**config.mk**
```make
export PLATFORM = sky130hd
export DESIGN_NAME = gf180mcu_osu_sc_gp12t3v3__tiebank_seq
export DESIGN_NICKNAME = d
export VERILOG_FILES = /design/src/rtl/gf180mcu_osu_sc_gp12t3v3__tiebank_pkg.sv /design/src/rtl/gf180mcu_osu_sc_gp12t3v3__tiebank_cnt.sv /design/src/rtl/gf180mcu_osu_sc_gp12t3v3__tiebank_seq.sv
export SDC_FILE = /design/constraint.sdc
export NUM_CORES = 1
export LEC_CHECK = 0
export CAP_MARGIN = 20
export CORE_AREA = 3 3 58 44
export CTS_BUF_LIST = sky130_fd_sc_hd__clkbuf_2 sky130_fd_sc_hd__clkbuf_4 sky130_fd_sc_hd__clkbuf_8
export DETAILED_ROUTE_END_ITERATION = 12
export DIE_AREA = 0 0 61 47
export GPL_TIMING_DRIVEN = 0
export PLACE_DENSITY = 0.85
export SYNTH_ARGS = -nofsm -noshare
export SYNTH_HDL_FRONTEND = slang
export SYNTH_HIERARCHICAL = 1
export SYNTH_SLANG_ARGS = --single-unit
```
**constraint.sdc**
```tcl
create_clock -name CLK -period 5.97 [get_ports CLK]
set_clock_uncertainty 0.1 [all_clocks]
set_input_delay 0.597 -clock CLK [delete_from_list [all_inputs] [get_ports CLK]]
set_output_delay 0.597 -clock CLK [all_outputs]
set_load 0.03 [all_outputs]
```
**src/rtl/gf180mcu_osu_sc_gp12t3v3__tiebank_pkg.sv**
```systemverilog
// Shared definitions for the sequenced tie bank: state encoding and parameter defaults.
package gf180mcu_osu_sc_gp12t3v3__tiebank_pkg;

    // FSM state encoding (kept as plain constants for legacy netlist compatibility)
    localparam logic [1:0] HOLD  = 2'b00;
    localparam logic [1:0] COUNT = 2'b01;
    localparam logic [1:0] TIE   = 2'b10;

    // Default configuration
    localparam int unsigned DEF_WIDTH    = 8;
    localparam logic [7:0]  DEF_SAFE_VAL = 8'h00;
    localparam logic [7:0]  DEF_TIE_VAL  = 8'hFF;
    localparam int unsigned DEF_DELAY    = 4;
    localparam int unsigned DEF_CW       = 8;

endpackage

```
**src/rtl/gf180mcu_osu_sc_gp12t3v3__tiebank_cnt.sv**
```systemverilog
// Settle-delay counter: synchronous clear, count enable, saturates at DELAY-1.
// done is high whenever the count sits at its terminal value.
module gf180mcu_osu_sc_gp12t3v3__tiebank_cnt #(
    parameter int unsigned CW    = 8,
    parameter int unsigned DELAY = 4
) (
    input  logic clk,
    input  logic rst,
    input  logic clr,
    input  logic en,
    output logic done
);

    localparam logic [CW-1:0] LAST = (DELAY == 0) ? '0 : CW'(DELAY - 1);

    logic [CW-1:0] cnt;

    assign done = (cnt == LAST);

    // Count up while enabled, hold at LAST, clear whenever the FSM leaves COUNT
    always_ff @(posedge clk or posedge rst) begin
        if (rst) begin
            cnt <= '0;
        end else if (clr) begin
            cnt <= '0;
        end else if (en && !done) begin
            cnt <= cnt + CW'(1);
        end
    end

endmodule

```
**src/rtl/gf180mcu_osu_sc_gp12t3v3__tiebank_seq.sv**
```systemverilog
// Reset-sequenced tie bank. Y holds SAFE_VAL until EN has been held long enough,
// then drives the loadable pattern register. Optional sticky lock: TIEBANK_LOCK_EN.
module gf180mcu_osu_sc_gp12t3v3__tiebank_seq
    import gf180mcu_osu_sc_gp12t3v3__tiebank_pkg::*;
#(
    parameter int unsigned      WIDTH    = DEF_WIDTH,
    parameter logic [WIDTH-1:0] SAFE_VAL = WIDTH'(DEF_SAFE_VAL),
    parameter logic [WIDTH-1:0] TIE_VAL  = WIDTH'(DEF_TIE_VAL),
    parameter int unsigned      DELAY    = DEF_DELAY,
    parameter int unsigned      CW       = DEF_CW
) (
    input  logic             CLK,
    input  logic             R,
    input  logic             EN,
    input  logic             LD,
`ifdef TIEBANK_LOCK_EN
    input  logic             LOCK,
`endif
    input  logic [WIDTH-1:0] DIN,
    output logic [WIDTH-1:0] Y,
    output logic             RDY
);

    logic [1:0]       state;
    logic [1:0]       state_nxt;
    logic [WIDTH-1:0] pat;
    logic             locked;
    logic             stay;
    logic             ld_ok;
    logic             cnt_done;

    assign stay  = EN || locked;
    assign ld_ok = LD && !locked;

    gf180mcu_osu_sc_gp12t3v3__tiebank_cnt #(
        .CW    (CW),
        .DELAY (DELAY)
    ) u_cnt (
        .clk  (CLK),
        .rst  (R),
        .clr  (state != COUNT),
        .en   (EN),
        .done (cnt_done)
    );

    // Next-state decode
    always_comb begin
        state_nxt = state;
        case (state)
            HOLD: begin
                if (EN) state_nxt = (DELAY == 0) ? TIE : COUNT;
            end
            COUNT: begin
                if (!EN)          state_nxt = HOLD;
                else if (cnt_done) state_nxt = TIE;
            end
            TIE: begin
                if (!stay) state_nxt = HOLD;
            end
            default: state_nxt = HOLD;
        endcase
    end

    // State register
    always_ff @(posedge CLK or posedge R) begin
        if (R) state <= HOLD;
        else   state <= state_nxt;
    end

    // Pattern register: LD always lands here unless the bank is locked
    always_ff @(posedge CLK or posedge R) begin
        if (R)          pat <= TIE_VAL;
        else if (ld_ok) pat <= DIN;
    end

    // Output register. Y lags entry into TIE by one edge, but drops on the same
    // edge that leaves TIE; a coincident load is forwarded straight to Y.
    always_ff @(posedge CLK or posedge R) begin
        if (R) begin
            Y   <= SAFE_VAL;
            RDY <= 1'b0;
        end else if ((state == TIE) && stay) begin
            Y   <= ld_ok ? DIN : pat;
            RDY <= 1'b1;
        end else begin
            Y   <= SAFE_VAL;
            RDY <= 1'b0;
        end
    end

`ifdef TIEBANK_LOCK_EN
    // Sticky lock, armed only while the bank is (and stays) in TIE; cleared by R only
    always_ff @(posedge CLK or posedge R) begin
        if (R)                                  locked <= 1'b0;
        else if (LOCK && (state == TIE) && stay) locked <= 1'b1;
    end
`else
    assign locked = 1'b0;
`endif

endmodule

```
Word level (Yosys, flattened, before mapping)
Cells that the tools add are included.

storage, ports and cells
  bits in registers = 27
  bits of input ports = 12
  output and inout port bits = 9
  logic and storage cells = 29

operators by class
  add/sub/neg operators = 1
  equal/unequal tests = 7
  muxes and demuxes = 10
  reduce and logical (&&, ||, !) cells = 6

operator list
  operator                                                                count
  8-bit two-way mux                                                       4
  8-bit by 1-bit adder with 8-bit output (second input constant)          1
  8-bit by 2-bit equality test with 1-bit output (second input constant)  1
  2-bit two-way mux                                                       4
  2-bit case mux with 3 select lines                                      1
  2-bit != test (second input constant)                                   2
  3-bit by 2-bit != test with 1-bit output (second input constant)        1
  3-bit AND reduction                                                     1
  2-bit by 1-bit equality test with 1-bit output (second input constant)  1
  2-bit equality test (second input constant)                             1
  1-bit logical AND                                                       2
  2-bit logical NOT                                                       1
  2-bit by 1-bit != test with 1-bit output (second input constant)        1
  2-bit nonzero test                                                      1
  1-bit logical NOT                                                       1
  1-bit two-way mux                                                       1

Longest topological paths before layout
Gate-level depths: netlist of run 1.

  depth in word-level cells = 5
  depth in mapped cells = 5
  gate-level depth less buffers = 5

By module
Netlist of run 1, hierarchy kept.

by module, submodules not included
  module                                 times used  cells each  area each (µm²)  seq. area each (µm²)
  gf180mcu_osu_sc_gp12t3v3__tiebank_seq  1           44          708.2            485.5
  gf180mcu_osu_sc_gp12t3v3__tiebank_cnt  1           44          437.9            200.2

Worst setup path before layout of run 1
Ideal clock, no wire load.

  kind = register to register
  start point = reg u_cnt.cnt[0]
  end point = reg u_cnt.cnt[0]
  arrival = 1.708 ns
  path slack = 4.037 ns
  stages on the path, launching flop included = 5
  buffers on the path = 0
  clock period less this slack = 1.933 ns
  path through = dfrtp_1 -> ha_1 -> or4b_4 -> o41a_1 -> mux2_4

between the ends
  longest elaborated chain between the ends = 4
  elaborated cells on any way between the ends = 7
  those cells by class = 1 x add/sub; 1 x eq/ne; 2 x mux; 3 x reduce/logical

RTL lines
  element                                                                                         RTL line                                     text
  start, declared                                                                                 gf180mcu_osu_sc_gp12t3v3__tiebank_cnt.sv:16  logic [CW-1:0] cnt;
  start signal, assigned                                                                          gf180mcu_osu_sc_gp12t3v3__tiebank_cnt.sv:27  cnt <= cnt + CW'(1);
  parallel branches: the longest is 4 deep, another holds 8-bit by 1-bit adder with 8-bit output  -

Several ways; the timed one is not identified. The select of a mux whose other input is x is not followed.
A chain may end at the register's enable or synchronous reset.

Final worst setup path of run 1
Ends and elaborated chain as after synthesis.

==> reports/results.txt, run 1 <==
Run status: finished clean
Post-synthesis sequential area ratio: 59.8%
Mapped Nets: 101
Routed Antenna Nets: 0
Total Power: 0.000315 W
Reg2reg path depth: 4
Clock latency at the later pin of the worst-skew pair: 0.32 ns
Core Area: 2080 sq um
IO Pins: 21
Placed cell count: 131
Crit-path cells: ha_1 -> or4b_4 -> o41a_1 -> mux2_4
Pre-antenna DRT Iters: 4
FF-to-FF End: u_cnt/cnt[0]$_DFFE_PP0P_
Leak pwr: 0.619 nW
Clk root buf: clkbuf_4
Drt total wl: 2.03 mm
Hold buffer count at cts: 0
Grt met1 use: 20.1%
Worst-path clk slew: 0.13 ns
CTS buffer count: 3
Routability cong.: 0.839
Syn. warnings: 6
Routed vias: 751
Starting Density: 55.0%
Final net count: 125
Hold path startpoint: state[0]$_DFFE_PP0P_
CP max stage delay: 0.49 ns
Synthesized area: 1150 sq um
H-tree depth reported by CTS: 1
Fin cells: 135
Fmax: 486 MHz
Total count of hold-check failures in the final report: 0
DR iter-0 viols: 12
Final count of pins violating max slew: 0
Slew @ Worst Pin: 0.707 ns
Final worst-path cycle share: 34.5%
M3 GR Usage: 4.12%
Global-route wire length before repair: 3.24 mm
Slew margin rel.: 52.8%
Setup CP Type: reg2reg
Share of layout cells above drive strength 1: 20.7%
Vias in the first global route: 710
Remaining routing DRC violations: 0
Vias/cell: 5.56
Grt met2 use: 27.3%
Max-Cap Viols: 0
Die Height: 47 um
Max Root-Sink Buffers: 2
GRT overflow: 0
Total negative slack: 0 ns
Mapped Cells: 88
Reg2reg setup slack: 3.91 ns
IO Port Bufs: 19
Die W: 61 um
Initial antenna violation count: 0
Peak supply drop: 0.169 mV
Final setup violation count: 0
Final min period: 2.06 ns
CTS tree: done
End of the worst hold path: state[0]$_DFFE_PP0P_
Most frequent cells in the layout: dfrtp_1 (19), clkdlybuf4s50_1 (19), mux2_4 (9), nor2b_1 (9), dfstp_2 (8)
Die area: 2870 sq um
Layout area overhead: 21.8%
Post-CTS setup buffer count: 0
CP Max Fanout: 6
Syn avg cell area: 13.0 sq um
WP data required: 6.09 ns
PwrDens: 226 nW/um^2
Count of unique library cells instantiated by Yosys: 24
Global-route usage over all layers: 16.1%
Worst hold path cell count: 1
CTS sink cnt: 27
FF+latch count, synth: 27
Worst r2r src: u_cnt/cnt[0]$_DFFE_PP0P_
N_diodes: 0
Most used routing layer: met2
Critical path's slowest cell: or4b_4
Post-CTS resize count: 0
Site Rows: 14
RSZ-0062 raised after global routing: false
DP HPWL: 1.52 mm
Crit. End Element: register
CP arrival: 2.18 ns
Hold WC Path Type: reg2reg
Avg WL per Cell: 15.0 um
Largest net degree at the start of global routing: 20
CP startpoint kind: register
==> logic make-up after synthesis <==
kind of cell / synth area share [%]
compound gates: 5.68
simple gates: 16.9
xor+xnor: 1.53
buf+inv: 2.29
flops: 59.8
fa+ha+maj: 1.09
mux: 12.7
==> stage by stage <==
stage | cell area (sq um) | hold slack [ns] | utilization, % | worst slack [ns]
detailed placement | 1370 | 0.400 | 65.5 | 3.93
CTS | 1400 | 0.417 | 67.0 | 3.90
global placement | 1370 | 0.366 | 65.5 | 3.94
finish | 1400 | 0.421 | 67.0 | 3.91
floorplan | 1150 | 0.313 | - | 4.04
global route | 1400 | 0.427 | 67.0 | 3.83
==> registers in the layout (all words and copies together), names as in the netlist <==
| signal | flops |
|---|---|
| Y | 8 |
| pat | 8 |
| u_cnt/cnt | 8 |
| state | 2 |
| RDY | 1 |
==> worst max-delay path, delay by kind of cell (launching register included) <==
kind | cells | cell delay, ns
AND/OR/NAND/NOR | 1 | 0.49
AO/OA/AOI/OAI | 1 | 0.37
multiplexers | 1 | 0.31
flip-flops | 1 | 0.46
adder cells (fa/ha/maj) | 1 | 0.23
==> worst max path at each step <==
stage                                  start                       end  slack [ns]  cells after the start
global placement                          EN  u_cnt/cnt[0]$_DFFE_PP0P_        3.94                      3
CTS                           Y[2]$_DFF_PP0_                      Y[2]        3.90                      1
detailed placement                        EN  u_cnt/cnt[7]$_DFFE_PP0P_        3.93                      4
global route        u_cnt/cnt[1]$_DFFE_PP0P_      state[1]$_DFFE_PP0P_        3.83                      5
finish              u_cnt/cnt[0]$_DFFE_PP0P_  u_cnt/cnt[0]$_DFFE_PP0P_        3.91                      4
floorplan           u_cnt/cnt[0]$_DFFE_PP0P_  u_cnt/cnt[0]$_DFFE_PP0P_        4.04                      4
==> metal layers <==
| layer | vias up | share of wire [%] |
|---|---|---|
| li1 | 351 | - |
| met1 | 376 | 42 |
| met2 | 22 | 53 |
| met3 | 2 | 3.9 |
| met4 | 0 | 0.89 |
| met5 | - | 0 |
==> layout make-up <==
type / instances / area [sq um]
multi-input combinational: 56 / 434
buffer: 2 / 15.0
tap: 24 / 30.0
fill: 154 / 688
inverter: 3 / 11.3
sequential: 27 / 686
timing repair buffer: 19 / 190
clock buffer: 4 / 30.0
==> power breakdown <==
part	total, W	switching [W]	leakage [nW]	internal (W)
combinational	0.0000350	0.0000141	0.255	0.0000210
sequential	0.000200	0.00000503	0.346	0.000195
clock	0.0000804	0.0000497	0.0184	0.0000307
==> synthesized netlist by cell type <==
cell type | n | area, sq um
xor2_1 | 2 | 17.5
nand3_1 | 2 | 10.0
nor4_1 | 1 | 6.26
o41a_1 | 1 | 11.3
nand2b_1 | 4 | 25.0
nor2b_1 | 9 | 56.3
nand2_1 | 3 | 11.3
nor2_1 | 3 | 11.3
ha_1 | 1 | 12.5
and3b_1 | 1 | 8.76
nand3b_1 | 1 | 7.51
buf_1 | 1 | 3.75
mux2i_1 | 1 | 10.0
or4b_4 | 1 | 13.8
nand4_1 | 4 | 25.0
o21ai_0 | 4 | 20.0
inv_1 | 3 | 11.3
a21oi_1 | 5 | 25.0
o41ai_1 | 1 | 8.76
dfrtp_1 | 19 | 475
buf_6 | 1 | 11.3
mux2_4 | 9 | 135
or3_1 | 3 | 18.8
dfstp_2 | 8 | 210
Power figures use the tool's default switching activity.
==> run 2: changes to the inputs <==
--- a/config.mk
+++ b/config.mk
@@ -6,12 +6,12 @@
 export NUM_CORES = 1
 export LEC_CHECK = 0
 export CAP_MARGIN = 20
-export CORE_AREA = 3 3 58 44
+export CORE_AREA = 3 3 63 47
 export CTS_BUF_LIST = sky130_fd_sc_hd__clkbuf_2 sky130_fd_sc_hd__clkbuf_4 sky130_fd_sc_hd__clkbuf_8
 export DETAILED_ROUTE_END_ITERATION = 12
-export DIE_AREA = 0 0 61 47
+export DIE_AREA = 0 0 66 50
 export GPL_TIMING_DRIVEN = 0
-export PLACE_DENSITY = 0.85
+export PLACE_DENSITY = 0.77
 export SYNTH_ARGS = -nofsm -noshare
 export SYNTH_HDL_FRONTEND = slang
 export SYNTH_HIERARCHICAL = 1
==> constraint.sdc (replaced) <==
create_clock -name CLK -period 1.8 [get_ports CLK]
set_clock_uncertainty 0.1 [all_clocks]
set_input_delay 0.18 -clock CLK [delete_from_list [all_inputs] [get_ports CLK]]
set_output_delay 0.18 -clock CLK [all_outputs]
set_load 0.03 [all_outputs]
==> run 2 against run 1 <==
Against the previous run:
- the run now ends with setup timing left
- total power rose to 3.4 times the previous value
- sequential power rose to 3.3 times the previous value
- design area rose by 6.6%
- count of clock-buffer cells in the layout did not move
- critical endpoint unchanged
==> reports/results.txt, run 2 (synthesis gave the netlist of run 1 again) <==
Run status: complete, but fails checks (was finished clean)
Failing checks: setup timing
WP data required: 1.93 ns (was 6.09 ns)
Most frequent cells in the layout: dfrtp_1 (19), clkdlybuf4s50_1 (19), mux2_4 (9), nor2b_1 (9), dfstp_2 (8) (unchanged)
Post-DP Area: 1380 sq um (was 1370 sq um)
Slew margin rel.: 53.7% (was 52.8%)
Total count of hold-check failures in the final report: 0 (unchanged)
Crit-path cells: ha_4 -> or4b_4 -> o41a_1 -> mux2_4 (was ha_1 -> or4b_4 -> o41a_1 -> mux2_4)
CP startpoint kind: register (unchanged)
Pre-antenna DRT Iters: 4 (unchanged)
Worst path depth: 4 (unchanged)
RSZ-0062 raised after global routing: true (was false)
Peak supply drop: 0.526 mV (was 0.169 mV)
DP HPWL: 1.55 mm (was 1.52 mm)
Final min period: 1.93 ns (was 2.06 ns)
Share of layout cells above drive strength 1: 27.1% (was 20.7%)
CP Max Fanout: 2 (was 6)
N_diodes: 0 (unchanged)
Die area: 3300 sq um (was 2870 sq um)
Layout area overhead: 29.9% (was 21.8%)
DR iter-0 viols: 25 (was 12)
CTS sink cnt: 27 (unchanged)
Final setup violation count: 2 (was 0)
Routed Antenna Nets: 0 (unchanged)
Worst setup margin: -0.127 ns (was 3.91 ns)
Remaining routing DRC violations: 0 (unchanged)
Global-route wire length before repair: 3.65 mm (was 3.24 mm)
Critical path's slowest cell: or4b_4 (unchanged)
Starting Density: 47.3% (was 55.0%)
Die W: 66 um (was 61 um)
Setup CP Type: reg2reg (unchanged)
Final Cell Area: 1490 sq um (was 1400 sq um)
Initial antenna violation count: 0 (unchanged)
H-tree depth reported by CTS: 1 (unchanged)
Max-Cap Viols: 0 (unchanged)
Leak pwr: 0.654 nW (was 0.619 nW)
IO Port Bufs: 19 (unchanged)
Clk root buf: clkbuf_4 (unchanged)
GRT overflow: 0 (unchanged)
Global-route usage over all layers: 14.7% (was 16.1%)
PwrDens: 721 nW/um^2 (was 226 nW/um^2)
Hold buffer count at cts: 0 (unchanged)
Worst-path clk slew: 0.13 ns (about the same)
Final count of pins violating max slew: 0 (unchanged)
IO Pins: 21 (unchanged)
CTS buffer count: 3 (unchanged)
Clock latency at the later pin of the worst-skew pair: 0.32 ns (about the same)
Avg WL per Cell: 15.0 um (about the same)
Largest net degree at the start of global routing: 20 (unchanged)
Core Area: 2420 sq um (was 2080 sq um)
Final worst-path cycle share: 107% (was 34.5%)
CTS tree: done (unchanged)
Final net count: 132 (was 125)
Hold WC Path Type: in2async (was reg2reg)
Die Height: 50 um (was 47 um)
Routed vias: 818 (was 751)
Fmax: 519 MHz (was 486 MHz)
Pre-CTS setup slack: -0.246 ns (was 3.93 ns)
Routability cong.: 0.822 (was 0.839)
Largest regs: Y x8, pat x8, u_cnt/cnt x8 (unchanged)
CP arrival: 2.05 ns (was 2.18 ns)
Vias in the first global route: 775 (was 710)
Max Root-Sink Buffers: 2 (unchanged)
Crit path max-delay family: simple AND/OR/NAND/NOR gates (unchanged)
CP max stage delay: 0.46 ns (was 0.49 ns)
Slew @ Worst Pin: 0.694 ns (was 0.707 ns)
Drt total wl: 2.28 mm (was 2.03 mm)
Crit. End Element: register (unchanged)
CP bufs+invs: 0 (unchanged)
Site Rows: 15 (was 14)
Total Power: 0.00107 W (was 0.000315 W)
Vias/cell: 5.38 (was 5.56)
Reg2reg path depth: 4 (unchanged)
[run 2: path summary, 6_finish.rpt]
path                                          startpoint                        to  slack, ns
worst min register to register      state[0]$_DFFE_PP0P_      state[0]$_DFFE_PP0P_       0.40
max in group asynchronous                              R            Y[2]$_DFF_PP0_       1.00
worst max-delay path            u_cnt/cnt[0]$_DFFE_PP0P_  u_cnt/cnt[0]$_DFFE_PP0P_      -0.13
min in group CLK                                      LD          pat[6]$_DFF_PP1_       0.09
worst min-delay path                                   R  u_cnt/cnt[3]$_DFFE_PP0P_       0.01
worst max register to register  u_cnt/cnt[0]$_DFFE_PP0P_  u_cnt/cnt[0]$_DFFE_PP0P_      -0.13
[run 2: power breakdown]
group / switching, W / leakage [nW] / internal [W]
logic: 0.0000577 / 0.290 / 0.0000855
clock network: 0.000168 / 0.0184 / 0.000102
registers: 0.0000154 / 0.346 / 0.000645
[run 2: through the flow]
step                      cells  hold WS, ns  utilization [%]  TNS [ns]
after detailed placement    141        0.376             57.0    -0.360
after floorplan              88       -0.104                -    -0.133
after CTS                   151      0.00858             60.6    -0.343
after global routing        152       0.0265             61.5    -0.303
after global placement      141        0.367             57.0    -0.276
final                       152      0.00971             61.5    -0.212
[run 2: cell type report]
| class | instances | area (sq um) |
|---|---|---|
| timing repair buffer | 26 | 243 |
| multi-input combinational | 56 | 462 |
| inverter | 3 | 11.3 |
| fill | 187 | 932 |
| buffer | 2 | 15.0 |
| clock buffer | 4 | 30.0 |
| tap | 34 | 42.5 |
| sequential | 27 | 686 |
[run 2: metal layers]
layer	track usage, %	part of all wire [%]	vias to the layer above
li1	-	-	366
met1	17.5	40	413
met2	25.6	53	33
met3	4.10	4.9	6
met4	4.73	1.2	0
met5	0	0	-
[run 2: timing repair]
action                                  4_1_cts  5_1_grt
endpoints found under the setup margin        3        4
hold endpoints to repair                      0        0
gates resized for setup                       2        3
buffers inserted                              6        1
cloned                                        0        0
pin swaps                                     2        3
==> run 3: changes to the inputs <==
==> constraint.sdc (replaced) <==
create_clock -name CLK -period 1.8 [get_ports CLK]
set_clock_uncertainty 0.1 [all_clocks]
set_input_delay 0.18 -clock CLK [delete_from_list [all_inputs] [get_ports CLK]]
set_output_delay 0.18 -clock CLK [all_outputs]
set_load 0.01 [all_outputs]
==> results of run 3 <==
Same layout as run 2 (identical final DEF). Status: complete, but fails checks: setup timing.
